File: src/rtl/ps2_pkg.sv
// Shared PS/2 definitions: FSM state encoding, error-code bit positions and
// default timing parameters used by the receiver and transmitter.
package ps2_pkg;

    typedef enum logic [2:0] {
        ST_IDLE   = 3'd0,
        ST_DATA   = 3'd1,
        ST_PARITY = 3'd2,
        ST_STOP   = 3'd3,
        ST_DONE   = 3'd4
    } ps2_state_e;

    localparam int ERR_PARITY_BIT         = 0;
    localparam int ERR_STOP_BIT           = 1;
    localparam int TIMEOUT_CYCLES_DEFAULT = 50000;
    localparam int SYNC_STAGES_DEFAULT    = 2;

endpackage

File: src/rtl/ps2_edge_sync.sv
// Synchronises the raw PS/2 clock and data pads into the system clock domain
// and flags falling edges of the synchronised PS/2 clock.
module ps2_edge_sync #(
    parameter int SYNC_STAGES = ps2_pkg::SYNC_STAGES_DEFAULT
) (
    input  logic clk,
    input  logic rst,
    input  logic ps2_clk_in,
    input  logic ps2_data_in,
    output logic ps2_clk_sync,
    output logic ps2_data_sync,
    output logic ps2_clk_fall
);

    logic [SYNC_STAGES-1:0] clk_sync_q, clk_sync_d;
    logic [SYNC_STAGES-1:0] data_sync_q, data_sync_d;
    logic                   clk_prev_q, clk_prev_d;

    always_comb begin
        clk_sync_d     = clk_sync_q;
        data_sync_d    = data_sync_q;
        clk_sync_d[0]  = ps2_clk_in;
        data_sync_d[0] = ps2_data_in;
        for (int i = 1; i < SYNC_STAGES; i++) begin
            clk_sync_d[i]  = clk_sync_q[i-1];
            data_sync_d[i] = data_sync_q[i-1];
        end
        clk_prev_d = clk_sync_q[SYNC_STAGES-1];
    end

    // Reset to the idle bus level so releasing reset never looks like an edge.
    always_ff @(posedge clk or posedge rst) begin
        if (rst) begin
            clk_sync_q  <= '1;
            data_sync_q <= '1;
            clk_prev_q  <= 1'b1;
        end else begin
            clk_sync_q  <= clk_sync_d;
            data_sync_q <= data_sync_d;
            clk_prev_q  <= clk_prev_d;
        end
    end

    assign ps2_clk_sync  = clk_sync_q[SYNC_STAGES-1];
    assign ps2_data_sync = data_sync_q[SYNC_STAGES-1];
    assign ps2_clk_fall  = clk_prev_q & ~clk_sync_q[SYNC_STAGES-1];

endmodule

File: src/rtl/mouse_receiver.sv
// PS/2 device-to-host frame receiver: start, 8 data bits LSB first, odd parity,
// stop. Delivers every complete frame with a parity/stop error code.
module mouse_receiver
    import ps2_pkg::*;
#(
    parameter int TIMEOUT_CYCLES = TIMEOUT_CYCLES_DEFAULT,
    parameter int SYNC_STAGES    = SYNC_STAGES_DEFAULT
) (
    input  logic       CLK,
    input  logic       RESET,
    input  logic       CLK_MOUSE_IN,
    input  logic       DATA_MOUSE_IN,
    input  logic       READ_ENABLE,
    output logic       BYTE_READ,
    output logic [1:0] BYTE_ERROR_CODE,
    output logic [7:0] BYTE,
    output logic       BUSY
);

    localparam int TO_W = $clog2(TIMEOUT_CYCLES + 1);
    localparam logic [TO_W-1:0] TO_MAX = TO_W'(TIMEOUT_CYCLES);

    logic ps2_clk_sync;
    logic ps2_data_sync;
    logic ps2_clk_fall;

    ps2_edge_sync #(
        .SYNC_STAGES(SYNC_STAGES)
    ) u_edge_sync (
        .clk          (CLK),
        .rst          (RESET),
        .ps2_clk_in   (CLK_MOUSE_IN),
        .ps2_data_in  (DATA_MOUSE_IN),
        .ps2_clk_sync (ps2_clk_sync),
        .ps2_data_sync(ps2_data_sync),
        .ps2_clk_fall (ps2_clk_fall)
    );

    ps2_state_e      state_q, state_d;
    logic [7:0]      shift_q, shift_d;
    logic [2:0]      bit_cnt_q, bit_cnt_d;
    logic            parity_err_q, parity_err_d;
    logic            stop_err_q, stop_err_d;
    logic [7:0]      byte_q, byte_d;
    logic [1:0]      err_q, err_d;
    logic            byte_read_q, byte_read_d;
    logic [TO_W-1:0] to_cnt_q, to_cnt_d;

    logic timeout;
    logic abort;

    always_comb begin
        state_d      = state_q;
        shift_d      = shift_q;
        bit_cnt_d    = bit_cnt_q;
        parity_err_d = parity_err_q;
        stop_err_d   = stop_err_q;
        byte_d       = byte_q;
        err_d        = err_q;
        byte_read_d  = 1'b0;
        to_cnt_d     = to_cnt_q;

        timeout = (to_cnt_q == TO_MAX);
        // A falling edge in the same cycle as the timeout keeps the frame alive.
        abort   = !READ_ENABLE || (!ps2_clk_fall && timeout);

        if (state_q == ST_IDLE || ps2_clk_fall) begin
            to_cnt_d = '0;
        end else if (!timeout) begin
            to_cnt_d = to_cnt_q + 1'b1;
        end

        case (state_q)
            ST_IDLE: begin
                if (ps2_clk_fall && READ_ENABLE && !ps2_data_sync) begin
                    state_d   = ST_DATA;
                    bit_cnt_d = '0;
                end
            end
            ST_DATA: begin
                if (abort) begin
                    state_d = ST_IDLE;
                end else if (ps2_clk_fall) begin
                    shift_d   = {ps2_data_sync, shift_q[7:1]};
                    bit_cnt_d = bit_cnt_q + 1'b1;
                    if (bit_cnt_q == 3'd7) begin
                        state_d = ST_PARITY;
                    end
                end
            end
            ST_PARITY: begin
                if (abort) begin
                    state_d = ST_IDLE;
                end else if (ps2_clk_fall) begin
                    parity_err_d = ~(^{shift_q, ps2_data_sync});
                    state_d      = ST_STOP;
                end
            end
            ST_STOP: begin
                if (abort) begin
                    state_d = ST_IDLE;
                end else if (ps2_clk_fall) begin
                    stop_err_d = ~ps2_data_sync;
                    state_d    = ST_DONE;
                end
            end
            ST_DONE: begin
                byte_d                = shift_q;
                err_d[ERR_PARITY_BIT] = parity_err_q;
                err_d[ERR_STOP_BIT]   = stop_err_q;
                byte_read_d           = 1'b1;
                state_d               = ST_IDLE;
            end
            default: begin
                state_d = ST_IDLE;
            end
        endcase
    end

    always_ff @(posedge CLK or posedge RESET) begin
        if (RESET) begin
            state_q      <= ST_IDLE;
            shift_q      <= '0;
            bit_cnt_q    <= '0;
            parity_err_q <= 1'b0;
            stop_err_q   <= 1'b0;
            byte_q       <= '0;
            err_q        <= '0;
            byte_read_q  <= 1'b0;
            to_cnt_q     <= '0;
        end else begin
            state_q      <= state_d;
            shift_q      <= shift_d;
            bit_cnt_q    <= bit_cnt_d;
            parity_err_q <= parity_err_d;
            stop_err_q   <= stop_err_d;
            byte_q       <= byte_d;
            err_q        <= err_d;
            byte_read_q  <= byte_read_d;
            to_cnt_q     <= to_cnt_d;
        end
    end

    assign BYTE_READ       = byte_read_q;
    assign BYTE_ERROR_CODE = err_q;
    assign BYTE            = byte_q;
    assign BUSY            = (state_q != ST_IDLE);

endmodule

File: config.mk
export PLATFORM = sky130hd
export DESIGN_NAME = mouse_receiver
export DESIGN_NICKNAME = d
export VERILOG_FILES = /design/src/rtl/ps2_pkg.sv /design/src/rtl/ps2_edge_sync.sv /design/src/rtl/mouse_receiver.sv
export SDC_FILE = /design/constraint.sdc
export NUM_CORES = 1
export LEC_CHECK = 0
export CAP_MARGIN = 0
export CORE_MARGIN = 2
export CORE_UTILIZATION = 32
export DETAILED_ROUTE_END_ITERATION = 8
export DONT_BUFFER_PORTS = 1
export HOLD_SLACK_MARGIN = 0.15
export SYNTH_ARGS = -nofsm -noshare
export SYNTH_HDL_FRONTEND = slang
export SYNTH_SLANG_ARGS = --single-unit
File: constraint.sdc
create_clock -name CLK -period 2.14 [get_ports CLK]
set_clock_uncertainty 0.2 [all_clocks]
set_input_delay 0.321 -clock CLK [delete_from_list [all_inputs] [get_ports CLK]]
set_output_delay 0.321 -clock CLK [all_outputs]
set_load 0.005 [all_outputs]
Word-level counts from Yosys, hierarchy flattened
Cells that the tools add are included.
Storage, ports and cells
  bits in latches: 0
  word-level logic and storage cells: 66
  bits in read-only memories: 0
  memories: 0
  bits in writable memories: 0
  bits of input ports: 5
  output and inout port bits: 12
  register bits: 48
Operators by class
  shift operators: 0
  reductions and logical operators: 17
  multiplexer cells: 16
  bitwise logic cells: 5
  multipliers: 0
  eq/ne operators: 14
  div/mod/pow operators: 0
  $lt $le $gt $ge: 0
  add/sub/neg operators: 2
Operators with widths (number)
  $mux W3: 11
  $mux W16: 2
  $add A16 B1 Y16 const B: 1
  $eq A16 B16 Y1 const B: 1
  $ne A3 B3 Y1 const B: 4
  $pmux W3 S4: 1
  $reduce_and A3 Y1: 3
  $reduce_xor A9 Y1: 1
  $eq A3 B2 Y1 const B: 2
  $eq A3 B3 Y1 const B: 2
  $pmux W3 S2: 1
  $reduce_and A5 Y1: 1
  $ne A2 B1 Y1 const B: 2
  $ne A2 B2 Y1 const B: 2
  $not A1 Y1: 4
  $reduce_and A4 Y1: 1
  $add A3 B1 Y3 const B: 1
  $eq A3 B1 Y1 const B: 1
  $logic_and A1 B1 Y1: 3
  $logic_not A1 Y1: 3
  $logic_not A3 Y1: 1
  $reduce_bool A3 Y1: 1
  $logic_or A1 B1 Y1: 2
  $reduce_bool A2 Y1: 1
  other kinds (2): 2

Depth between registers and ports, before layout
  depth after elaboration: 7
  gate-level depth with buffers: 6

Modules after synthesis
A second synthesis with hierarchy kept.
Second synthesis, totals
  cells, all modules: 190
  area total of the unflattened synthesis: 2224.6 sq um
By module, submodules not included
  mouse_receiver: area an instance 2075.7 sq um, instances 1, cells each 183, seq. area each 1076.0 sq um
  ps2_edge_sync: area an instance 148.9 sq um, instances 1, cells each 7, seq. area each 131.4 sq um

Worst setup path before layout
OpenSTA, ideal clock, no wires.
  kind: register to register
  start: reg to_cnt_q[0]
  end: reg to_cnt_q[14]
  path slack: 0.206 ns
  library setup time: 0.078 ns
  data required time: 1.862 ns
  clock period less this slack: 1.934 ns
  data arrival time: 1.657 ns
  buffers on the path: 0
  cell stages (with the launch flop): 6
  cell sequence: dfrtp_1 -> ha_1 -> nand2_1 -> or4_4 -> or3_1 -> a21oi_1
Between the ends
  cells in the longest elaborated chain, start to end: 3
  elaborated cells between the ends (all ways): 5
Ends and longest elaborated chain
  start, declared: line mouse_receiver.sv:47  | logic [TO_W-1:0] to_cnt_q, to_cnt_d;
  start signal, assigned: line mouse_receiver.sv:140  | to_cnt_q <= to_cnt_d;
  $add A16 B1 Y16: line mouse_receiver.sv:70  | to_cnt_d = to_cnt_q + 1'b1;
  $mux W16: line mouse_receiver.sv:69  | end else if (!timeout) begin
  $mux W16: line mouse_receiver.sv:67  | if (state_q == ST_IDLE || ps2_clk_fall) begin
Parallel ways exist; a longest one is shown, timed or not. The select of a mux whose other input is x is not followed.
A chain may end at the register's enable or synchronous reset.

Worst setup path after layout
Same ends and word-level chain as after synthesis.

==> results.json <==
{
  "gp_congestion": 0.757,
  "hold_start": "u_edge_sync.clk_sync_q[0]$_DFF_PP1_",
  "grt_util_met3_pct": 4.19,
  "grt_usage_pct": 10.6,
  "grtUsageMet1_pct": 14.4,
  "core.rowCount": 30,
  "firstDrtPassIters": 4,
  "postSynthCellCount": 183,
  "fillCellCount": 661,
  "fin_ws_ns": 0.123,
  "min_period_over_period_pct": 94.3,
  "yosysSeqAreaShare_pct": 55.6,
  "path_cells": "ha_2, nand2_2, or4_4, or3_1, a21oi_1",
  "drc": 0,
  "drt_iter0_markers": 32,
  "portBuffers": 0,
  "crit_fanout": 5,
  "async_flop_share_pct": 100,
  "grt_max_degree": 27,
  "dp_cells": 263,
  "cellLeakagePower_uw": 0.00108,
  "hold_slack_ns": 0.159,
  "hold_depth": 0,
  "ant_nets": 0,
  "clock-sinks": 48,
  "core_area_um2": 6680,
  "multi_input_area_um2": 921,
  "synth-main-ff-cell": "dfrtp_1",
  "rr_worst_depth": 5,
  "grt-ovfl-total": 0,
  "cts_tree": "yes",
  "wl_per_cell_um": 12.9,
  "antenna_found_initial": 0,
  "setup_viol_count_final": 0,
  "status": "finished, final reports clean",
  "powerDensity_nw_per_um2": 805,
  "crit_family": "simple AND/OR/NAND/NOR gates",
  "busiest_layer": "met2",
  "hold_viol": 0,
  "cp_num_buf_inv": 0,
  "cts_root_buffer": "clkbuf_8",
  "timing.reg2reg.setup_slack_ns": 0.12,
  "synthesis.area_um2": 2170,
  "rsz0062_at_grt": "false",
  "antennaDiodeCount": 0,
  "min_to": "u_edge_sync.clk_sync_q[1]$_DFF_PP1_",
  "finalNonFillerCells": 276,
  "min_period_ns": 2.02,
  "reg2reg_to": "to_cnt_q[14]$_DFFE_PP0P_",
  "die_area_um2": 7460,
  "crit_path_end_kind": "flip-flop",
  "wirelength_mm": 3.55,
  "vias_per_cell": 4.93,
  "path_class": "flip-flop to flip-flop",
  "register_area_um2": 1210,
  "grt_pass1_wl_mm": 6.32,
  "synth_edf_count": 0,
  "clk_pin_slew_worst_paths_ns": 0.09,
  "die_h_um": 86.4,
  "crit_path_start_kind": "flip-flop",
  "cts_buffers": 5,
  "worstReg2RegStart": "to_cnt_q[0]$_DFFE_PP0P_",
  "syn-num-nets": 192,
  "synth.distinct_cells": 35,
  "ctsHtreeMaxLevel": 2,
  "grt.met2_usage_pct": 16.1,
  "slowest_stage": "or4_4",
  "start_util_pct": 32.5,
  "routed-via-count": 1362,
  "yosysWarnings": 0,
  "drive_above_1_share_pct": 24.0,
  "worstSkewPairLatency_ns": 0.30,
  "slowest_delay_ns": 0.50,
  "post-place-ws_ns": 0.107,
  "setup-tns-final_ns": 0,
  "ioPinCount": 17,
  "die_x_um": 86.4,
  "irDropWorstVdd_mv": 0.518,
  "cts_buffer_depth": 2,
  "synth_seq_cells": 48,
  "hold_path_class": "flip-flop to flip-flop",
  "max_freq_mhz": 496,
  "maxSlewHeadroom_pct": 65.8,
  "first_global_vias": 1337,
  "finalNetCount": 204,
  "synth.avg_cell_area_um2": 11.9,
  "drv_cap": 0,
  "synthToLayoutAreaGrowth_pct": 14.1,
  "cp.required_ns": 2.17,
  "worst_pin_slew_ns": 0.512,
  "slew_violations": 0,
  "hpwl_mm": 2.41,
  "arrival_ns": 2.04
}
## flip-flops by register name (all words and copies together), names as in the netlist, 2 cells and up
register                 count
to_cnt_q                    16
state_q                      3
u_edge_sync.data_sync_q      2
shift_q                      8
BYTE_ERROR_CODE              2
u_edge_sync.clk_sync_q       2
BYTE                         8
bit_cnt_q                    3
## cells by family (layout without fill, tap and decap cells)
kind of cell	count (synthesis)	count (layout)	share of synthesized area, %
AOI/OAI and AO/OA	20	20	5.19
xor gates and xnor gates	16	16	7.09
adders and majority gates	4	4	2.31
buffers and inverters	13	26	2.25
DFF	48	48	55.6
muxes	21	21	10.8
and+or+nand+nor	61	61	16.7
## per-stage QoR
| stage | instance area [um2] | power, uW | utilization, % |
|---|---|---|---|
| floorplan | 2170 | 1260 | - |
| global placement | 2300 | 1310 | 34.5 |
| detailed placement | 2300 | 1320 | 34.5 |
| CTS | 2460 | 2020 | 36.9 |
| global route | 2480 | 2090 | 37.1 |
| finish | 2480 | 1990 | 37.1 |
## layout make-up
type	count	share of cell area [%]
multi-input cells	122	37.2
well taps	80	4.04
clock buffers	6	3.33
inverters	8	1.21
flip-flops and latches	48	48.7
clock inverters	2	1.57
repair buffers	10	3.94
## worst reg2reg max path: stages (launching register included)
cell,delay (ns)
dfrtp_1,0.43
ha_2,0.24
nand2_2,0.08
or4_4,0.50
or3_1,0.35
a21oi_1,0.14
## worst max path at each step
stage          cells after the start               startpoint  slack (ns)                        to
3_5_place_dp                       5  to_cnt_q[0]$_DFFE_PP0P_        0.11  to_cnt_q[14]$_DFFE_PP0P_
2_1_floorplan                      5  to_cnt_q[0]$_DFFE_PP0P_        0.21  to_cnt_q[14]$_DFFE_PP0P_
5_1_grt                            5  to_cnt_q[0]$_DFFE_PP0P_       0.007  to_cnt_q[14]$_DFFE_PP0P_
6_report                           5  to_cnt_q[0]$_DFFE_PP0P_        0.12  to_cnt_q[14]$_DFFE_PP0P_
3_3_place_gp                       5  to_cnt_q[0]$_DFFE_PP0P_        0.15  to_cnt_q[14]$_DFFE_PP0P_
4_1_cts                            5  to_cnt_q[0]$_DFFE_PP0P_        0.09  to_cnt_q[14]$_DFFE_PP0P_
## cell usage in the layout (no fill, tap or decap), drive strengths merged, types with 2 or more instances in the layout
cell type,count
a21oi,7
a22o,2
buf,6
clkbuf,6
dfrtp,43
dfstp,5
dlygate4sd3,4
ha,4
inv,8
mux2,20
nand2,7
nand2b,2
nand3,7
nand3b,2
nand4,3
nor2,11
nor2b,3
nor3,9
nor3b,2
nor4bb,2
o21ai,8
or3,6
or4,2
xnor2,11
xor2,4
## synthesized netlist by cell type (3+ instances only)
library cell | number | area [um2]
or3_1 | 5 | 31.3
xor2_1 | 4 | 35.0
nor2_1 | 11 | 41.3
nor2b_1 | 3 | 18.8
nand2_1 | 7 | 26.3
a21oi_1 | 7 | 35.0
clkbuf_1 | 5 | 18.8
xnor2_1 | 11 | 96.3
inv_1 | 8 | 30.0
nand4_1 | 3 | 18.8
dfstp_2 | 5 | 131
dfrtp_1 | 43 | 1080
nand3_1 | 6 | 30.0
ha_1 | 4 | 50.1
mux2_2 | 20 | 225
o21ai_0 | 8 | 40.0
nor3_1 | 9 | 45.0
## layer usage
metal	part of all wire (%)	wire length (um)	vias to the layer above
met1	49	1740	665
met4	0.53	19	0
met5	0	0	-
met3	3.9	140	4
met2	46	1650	21
li1	-	-	672
## timing repair
action	4_1_cts	5_1_grt
hold endpoints to repair	48	0
hold buffers	4	0
setup endpoints to repair	0	6
setup buffers	0	1
gates resized for setup	0	3
## power by group
group / switching, uW / total [uW] / leakage (uW) / internal [uW]
Combinational: 109 / 273 / 0.000372 / 164
Sequential: 66.1 / 1030 / 0.000646 / 968
Clock: 304 / 686 / 0.0000614 / 382
Note: power is estimated with default switching activity, not from simulation.
==> variant 1 (same flow settings) <==
Change the package constant `SYNC_STAGES_DEFAULT` from 2 to 1.
--- a/src/rtl/ps2_pkg.sv
+++ b/src/rtl/ps2_pkg.sv
@@ -13,7 +13,7 @@
     localparam int ERR_PARITY_BIT         = 0;
     localparam int ERR_STOP_BIT           = 1;
     localparam int TIMEOUT_CYCLES_DEFAULT = 50000;
-    localparam int SYNC_STAGES_DEFAULT    = 2;
+    localparam int SYNC_STAGES_DEFAULT    = 1;
 
 endpackage
 
Formal check against the unedited RTL: not equivalent (Yosys sat finds a counterexample within 4 cycles, from zero or initial values and one cycle with RESET high).
==> variant 1 against the original RTL <==
Routed wire length is 1.1% higher; critical path type unchanged; area after synthesis shrank 3.1%; sequential cell count fell by 2; final area shrank 5.2%; setup slack better by 120 ps; cell count decreased by 1.8%; global-route usage rose by 0.58 points.
Power is not compared: it rests on default switching activity, and its combinational part moved more than twofold at a synthesized area within 25%.
==> variant 1: results (changes against the original RTL) <==
| Metric | Value |
|---|---|
| VDD IR max | about 420 uV |
| Clk Latency, worst-skew pair | just over 300 ps |
| Nets | 202 (-0.98%) |
| Clock Path Buffers | 2 (unchanged) |
| GP Congestion | 0.8446 (+12%) |
| Post-synth top flop | dfrtp_1 |
| Number of port buffers | 0 (unchanged) |
| Post-synthesis sequential area ratio | 54.91% (-0.71 points) |
| Biggest register | to_cnt_q |
| Largest net degree at the start of global routing | 33 (+22%) |
| Crit Path Max Fanout | 5 (unchanged) |
| Final Setup Violations | 0 (unchanged) |
| Synth top area cells | dfrtp_1 51%, mux2_2 9.1%, xor2_1 4.6% |
| Filler instances | 616 (-6.8%) |
| CP arrival | 1910 ps (-130 ps) |
| Antenna violations before repair | 0 (unchanged) |
| Total CTS buffers | 5 (unchanged) |
| Min-Delay Path Class | in2reg |
| FFs w/ async S/R, synth | 100.0% (unchanged) |
| CTS hold repair buffers | 4 (unchanged) |
| Via Count | 1298 (-4.7%) |
| Root Buffer | clkbuf_8 |
| Gr usage total | 11.16% (+0.58 points) |
| Max FFs per register | 16 (unchanged) |
| Post-synth EDFFs | 0 (unchanged) |
| Static Leakage | between 1 and 1.5 nW |
| Post-CTS setup buffers | 0 (unchanged) |
| Yosys cell types | 34 (-2.9%) |
| Mapped Nets | 190 (-1.0%) |
| Ant diodes | 0 (unchanged) |
| Post_cts resized | 0 (unchanged) |
| Switching Share | 26.32% |
| Initial DRT Pass Iterations | 4 (unchanged) |
| Status | complete, no violations |
| Iter 0 DRT Violations | 57 (+78%) |
| H-tree Lvls | 2 (unchanged) |
| CTS clk-pin slew, worst paths | approximately 100 ps |
| Rel. slew slack | 57.48% (-8.4 points) |
| Post-Route WL | 3590 microns (+1.1%) |
| Synth cell count leaders | 43 x dfrtp_1, 19 x nor2_1, 17 x mux2_2 |
| First-pass GRT wire length | 6368 microns (+0.76%) |
| HPWL Detailed | 2512 microns (+4.1%) |
| Yosys Warn Count | 0 (unchanged) |
| Layout cell share with drive strength beyond 1 | 21.65% (-2.3 points) |
variant 1: per-stage QoR:
step	utilization, %	std cells	hold slack, ps	area (sq um)	setup WS, ps
floorplan	-	181	125.5	2103	379.2
global route	36.99	271	176.2	2349	109.9
detailed placement	34.88	259	125.5	2215	228.8
finish	36.99	271	155.2	2349	243.1
global placement	34.88	259	125.5	2215	248.3
CTS	36.99	271	158.7	2349	228.7
variant 1: critical path, stage by stage (launching register included):
cell,delay (ps)
dfstp_2,530
nor2b_1,240
nand2_1,140
nor3_2,310
mux2_2,380
variant 1: cells by family (layout without fill, tap and decap cells):
group	count (synthesis)	count (layout)	share of synthesized area [%]
simple gates	62	62	17.01
flops	46	46	54.91
compound gates	22	22	6.544
xor+xnor	19	19	7.912
mux	17	17	9.102
buf+inv	11	24	2.141
fa+ha+maj	4	4	2.380
variant 1: path summary, 6_finish.rpt:
check                      cells after the start                      to                     start  slack [ps]
max reg2reg                                    4              shift_q[0]    u_edge_sync.clk_prev_q         240
min                                            4              state_q[0]               READ_ENABLE         160
min reg2reg                                    0  u_edge_sync.clk_prev_q  u_edge_sync.ps2_clk_sync         180
min in group asynchronous                      2                 BYTE[0]                     RESET         340
max in group asynchronous                      3            to_cnt_q[11]                     RESET         810
max                                            4              shift_q[0]    u_edge_sync.clk_prev_q         240
variant 1: cell type report:
| class | count | area (sq um) | share of cell area [%] |
|---|---|---|---|
| flip-flops and latches | 46 | 1155 | 49.17 |
| repair buffers | 8 | 70.07 | 2.983 |
| clock buffers | 5 | 68.82 | 2.930 |
| well taps | 77 | 96.34 | 4.102 |
| inverters | 8 | 30.03 | 1.279 |
| clock inverters | 3 | 25.02 | 1.066 |
| multi-input cells | 124 | 903.4 | 38.47 |
variant 1: power groups by stage:
stage          combinational, W  clock [W]  sequential [W]
2_1_floorplan          0.000108          0        0.000936
3_3_place_gp           0.000126          0        0.000947
3_5_place_dp           0.000129          0        0.000948
4_1_cts                0.000136   0.000577        0.000931
5_1_grt                0.000154   0.000612        0.000937
6_report               0.000131   0.000565        0.000931
variant 1: routing by layer:
layer | GRT usage [%] | vias up | wire (microns)
li1 | - | 657 | -
met1 | 14.94 | 615 | 1785
met2 | 16.83 | 19 | 1616
met3 | 3.016 | 7 | 126
met4 | 5.195 | 0 | 62
met5 | 0 | - | 0
==> variant 2 (config.mk and constraints unchanged) <==
Made on the original files. Add an input register stage for `DATA_MOUSE_IN` and `READ_ENABLE`; this delays them by one clock.
--- a/src/rtl/mouse_receiver.sv
+++ b/src/rtl/mouse_receiver.sv
@@ -20,6 +20,14 @@
     localparam int TO_W = $clog2(TIMEOUT_CYCLES + 1);
     localparam logic [TO_W-1:0] TO_MAX = TO_W'(TIMEOUT_CYCLES);
 
+    logic DATA_MOUSE_IN_q;
+    logic READ_ENABLE_q;
+
+    always_ff @(posedge CLK) begin
+        DATA_MOUSE_IN_q <= DATA_MOUSE_IN;
+        READ_ENABLE_q   <= READ_ENABLE;
+    end
+
     logic ps2_clk_sync;
     logic ps2_data_sync;
     logic ps2_clk_fall;
@@ -30,7 +38,7 @@
         .clk          (CLK),
         .rst          (RESET),
         .ps2_clk_in   (CLK_MOUSE_IN),
-        .ps2_data_in  (DATA_MOUSE_IN),
+        .ps2_data_in  (DATA_MOUSE_IN_q),
         .ps2_clk_sync (ps2_clk_sync),
         .ps2_data_sync(ps2_data_sync),
         .ps2_clk_fall (ps2_clk_fall)
@@ -62,7 +70,7 @@
 
         timeout = (to_cnt_q == TO_MAX);
         // A falling edge in the same cycle as the timeout keeps the frame alive.
-        abort   = !READ_ENABLE || (!ps2_clk_fall && timeout);
+        abort   = !READ_ENABLE_q || (!ps2_clk_fall && timeout);
 
         if (state_q == ST_IDLE || ps2_clk_fall) begin
             to_cnt_d = '0;
@@ -72,7 +80,7 @@
 
         case (state_q)
             ST_IDLE: begin
-                if (ps2_clk_fall && READ_ENABLE && !ps2_data_sync) begin
+                if (ps2_clk_fall && READ_ENABLE_q && !ps2_data_sync) begin
                     state_d   = ST_DATA;
                     bit_cnt_d = '0;
                 end
Function: changed (a bounded check fails within 4 cycles, from zero or initial values and one cycle with RESET high).
==> variant 2 against the original RTL <==
Final area increased by 0.50%; sequential cell count increased by 2; power decreased by 3.7%; global-route usage decreased by 0.19 points; via count about the same; critical path depth unchanged; setup slack got worse by 23 ps; area after synthesis increased by 1.8%; utilization decreased by 0.23 points; routed wire length increased by 1.9%; largest cell class unchanged.
==> variant 2: results (changes against the original RTL) <==
| Metric | Value |
|---|---|
| Yosys cell types | 36 (+2.9%) |
| Sequential group share of total power | 55.6% (+3.7 points) |
| Non-clk invs | 8 (unchanged) |
| Switching Share | 25.57% (+1.5 points) |
| Final Setup Violations | 0 (unchanged) |
| Crit Path Max Fanout | 5 (unchanged) |
| First-pass GRT wire length | 6189 microns (-2.1%) |
| Filler instances | 665 (+0.61%) |
| Mux contribution to synthesized area | 10.64% (-0.20 points) |
| Number of port buffers | 0 (unchanged) |
| Multi-input gate share of total cell area | 36.83% (-0.34 points) |
| Synth top area cells | dfrtp_1 49%, mux2_2 10%, dfstp_2 5.9% |
| Iter 0 DRT Violations | 92 (+190%) |
| H-tree Lvls | 2 (unchanged) |
| Compound-cell area share of the yosys netlist | 5.093% (-0.094 points) |
| Via Count | 1361 (-0.073%) |
| Gr usage total | 10.39% (-0.19 points) |
| Final Non-Filler Cells | 279 (+1.1%) |
| Power Clock | 0.000588 W (-14%) |
| Synth cell count leaders | 43 x dfrtp_1, 20 x mux2_2, 11 x nor2_1, 11 x xnor2_1, 9 x nor3_1 |
| Fraction of cell area in non-clock buffers | 3.819% (-0.12 points) |
| Antenna violations before repair | 0 (unchanged) |
| Nets | 207 (+1.5%) |
| Layout cell share with drive strength beyond 1 | 23.12% (-0.86 points) |
| Mean routed wirelength per cell | 12.97 microns (+0.76%) |
| FFs w/ async S/R, synth | 96.00% (-4.0 points) |
| Placed cell count | 266 (+1.1%) |
| GP Congestion | 0.8151 (+7.7%) |
| Max FFs per register | 16 (unchanged) |
| Non-clk bufs | 11 (+1) |
| Status | complete, no violations |
| CP arrival | 2070 ps (+30 ps) |
| Xor and xnor area share after synthesis | 6.961% (-0.13 points) |
| Slew @ Worst Pin | 404.4 ps (-107.4 ps) |
| Critical Path Slowest Stage Cell | or4_4 |
| Largest net degree at the start of global routing | 20 (-26%) |
| Seq cells | 50 (+4.2%) |
| CTS clk-pin slew, worst paths | 90 ps (about the same) |
| Synth Area in Adders | 2.264% (-0.042 points) |
| Mapped Nets | 194 (+1.0%) |
| Flop-to-flop setup slack | 100 ps (-20 ps) |
| VDD IR max | 496.4 uV (-4.1%) |
| Worst reg2reg startpoint | to_cnt_q[1] |
| Vias in the first global route | 1282 (-4.1%) |
| Static Leakage | 1.078 nW (about the same) |
| Post-Syn Area per Cell | 11.95 sq um (+0.74%) |
| Power Density | 771.4 mW/mm^2 (-4.1%) |
| Seq/total area | 50.15% (+1.4 points) |
| Ant diodes | 0 (unchanged) |
| Post-synthesis sequential area ratio | 56.42% (+0.80 points) |
| HPWL Detailed | 2473 microns (+2.4%) |
| Placement Cell Area | 0.002337 sq mm (+1.5%) |
[variant 2: cell count changes in the layout (fill, tap and decap cells not counted), sizes merged]
cell / change
dfxtp: +2
dlygate4sd3: +1
clkinv: -1
bufinv: -1
inv: +1
clkinvlp: +1
[variant 2: critical path, delay by kind of cell, from the launching register on]
kind                       cells  cell delay, ps
AOI/OAI and AO/OA              1             140
adders and majority gates      1             240
and+or+nand+nor                3             980
DFF                            1             420
[variant 2: kinds of logic (layout without fill, tap and decap cells)]
logic type	count (synthesis)	after routing
buffers and inverters	13	27
AND/OR/NAND/NOR	61	61
XOR/XNOR	16	16
adder cells (fa/ha/maj)	4	4
flip-flops	50	50
multiplexers	21	21
AO/OA/AOI/OAI	20	20
[variant 2: timing repair]
item,CTS,global route
setup endpoints to repair,0,2
resized for setup,0,2
endpoints found under the hold margin,52,0
hold buffers,5,0
[variant 2: routing by layer]
metal  share of wire (%)  up-vias  global-route usage, %
met3                 4.1        2                  3.697
li1                    -      669                      -
met1                  49      670                  14.74
met4                0.22        0                  2.657
met5                   0        -                      0
met2                  46       20                  15.13
[variant 2: worst max path at each step]
stage | from | to | slack (ps) | cells after the start
after floorplan | to_cnt_q[0] | to_cnt_q[14] | 210 | 5
after global placement | to_cnt_q[0] | to_cnt_q[14] | 140 | 5
after detailed placement | to_cnt_q[0] | to_cnt_q[14] | 100 | 5
after CTS | to_cnt_q[0] | to_cnt_q[14] | 80 | 5
after global routing | to_cnt_q[1] | to_cnt_q[14] | -10 | 5
final | to_cnt_q[1] | to_cnt_q[14] | 100 | 5
[variant 2: through the flow]
step	total power (W)	setup slack, ps	hold slack (ps)
CTS	0.001962	76.23	161.3
floorplan	0.001290	205.8	83.87
finish	0.001921	99.86	159.3
global placement	0.001347	143.2	11.89
detailed placement	0.001348	101.9	23.74
global route	0.002039	-12.82	164.3
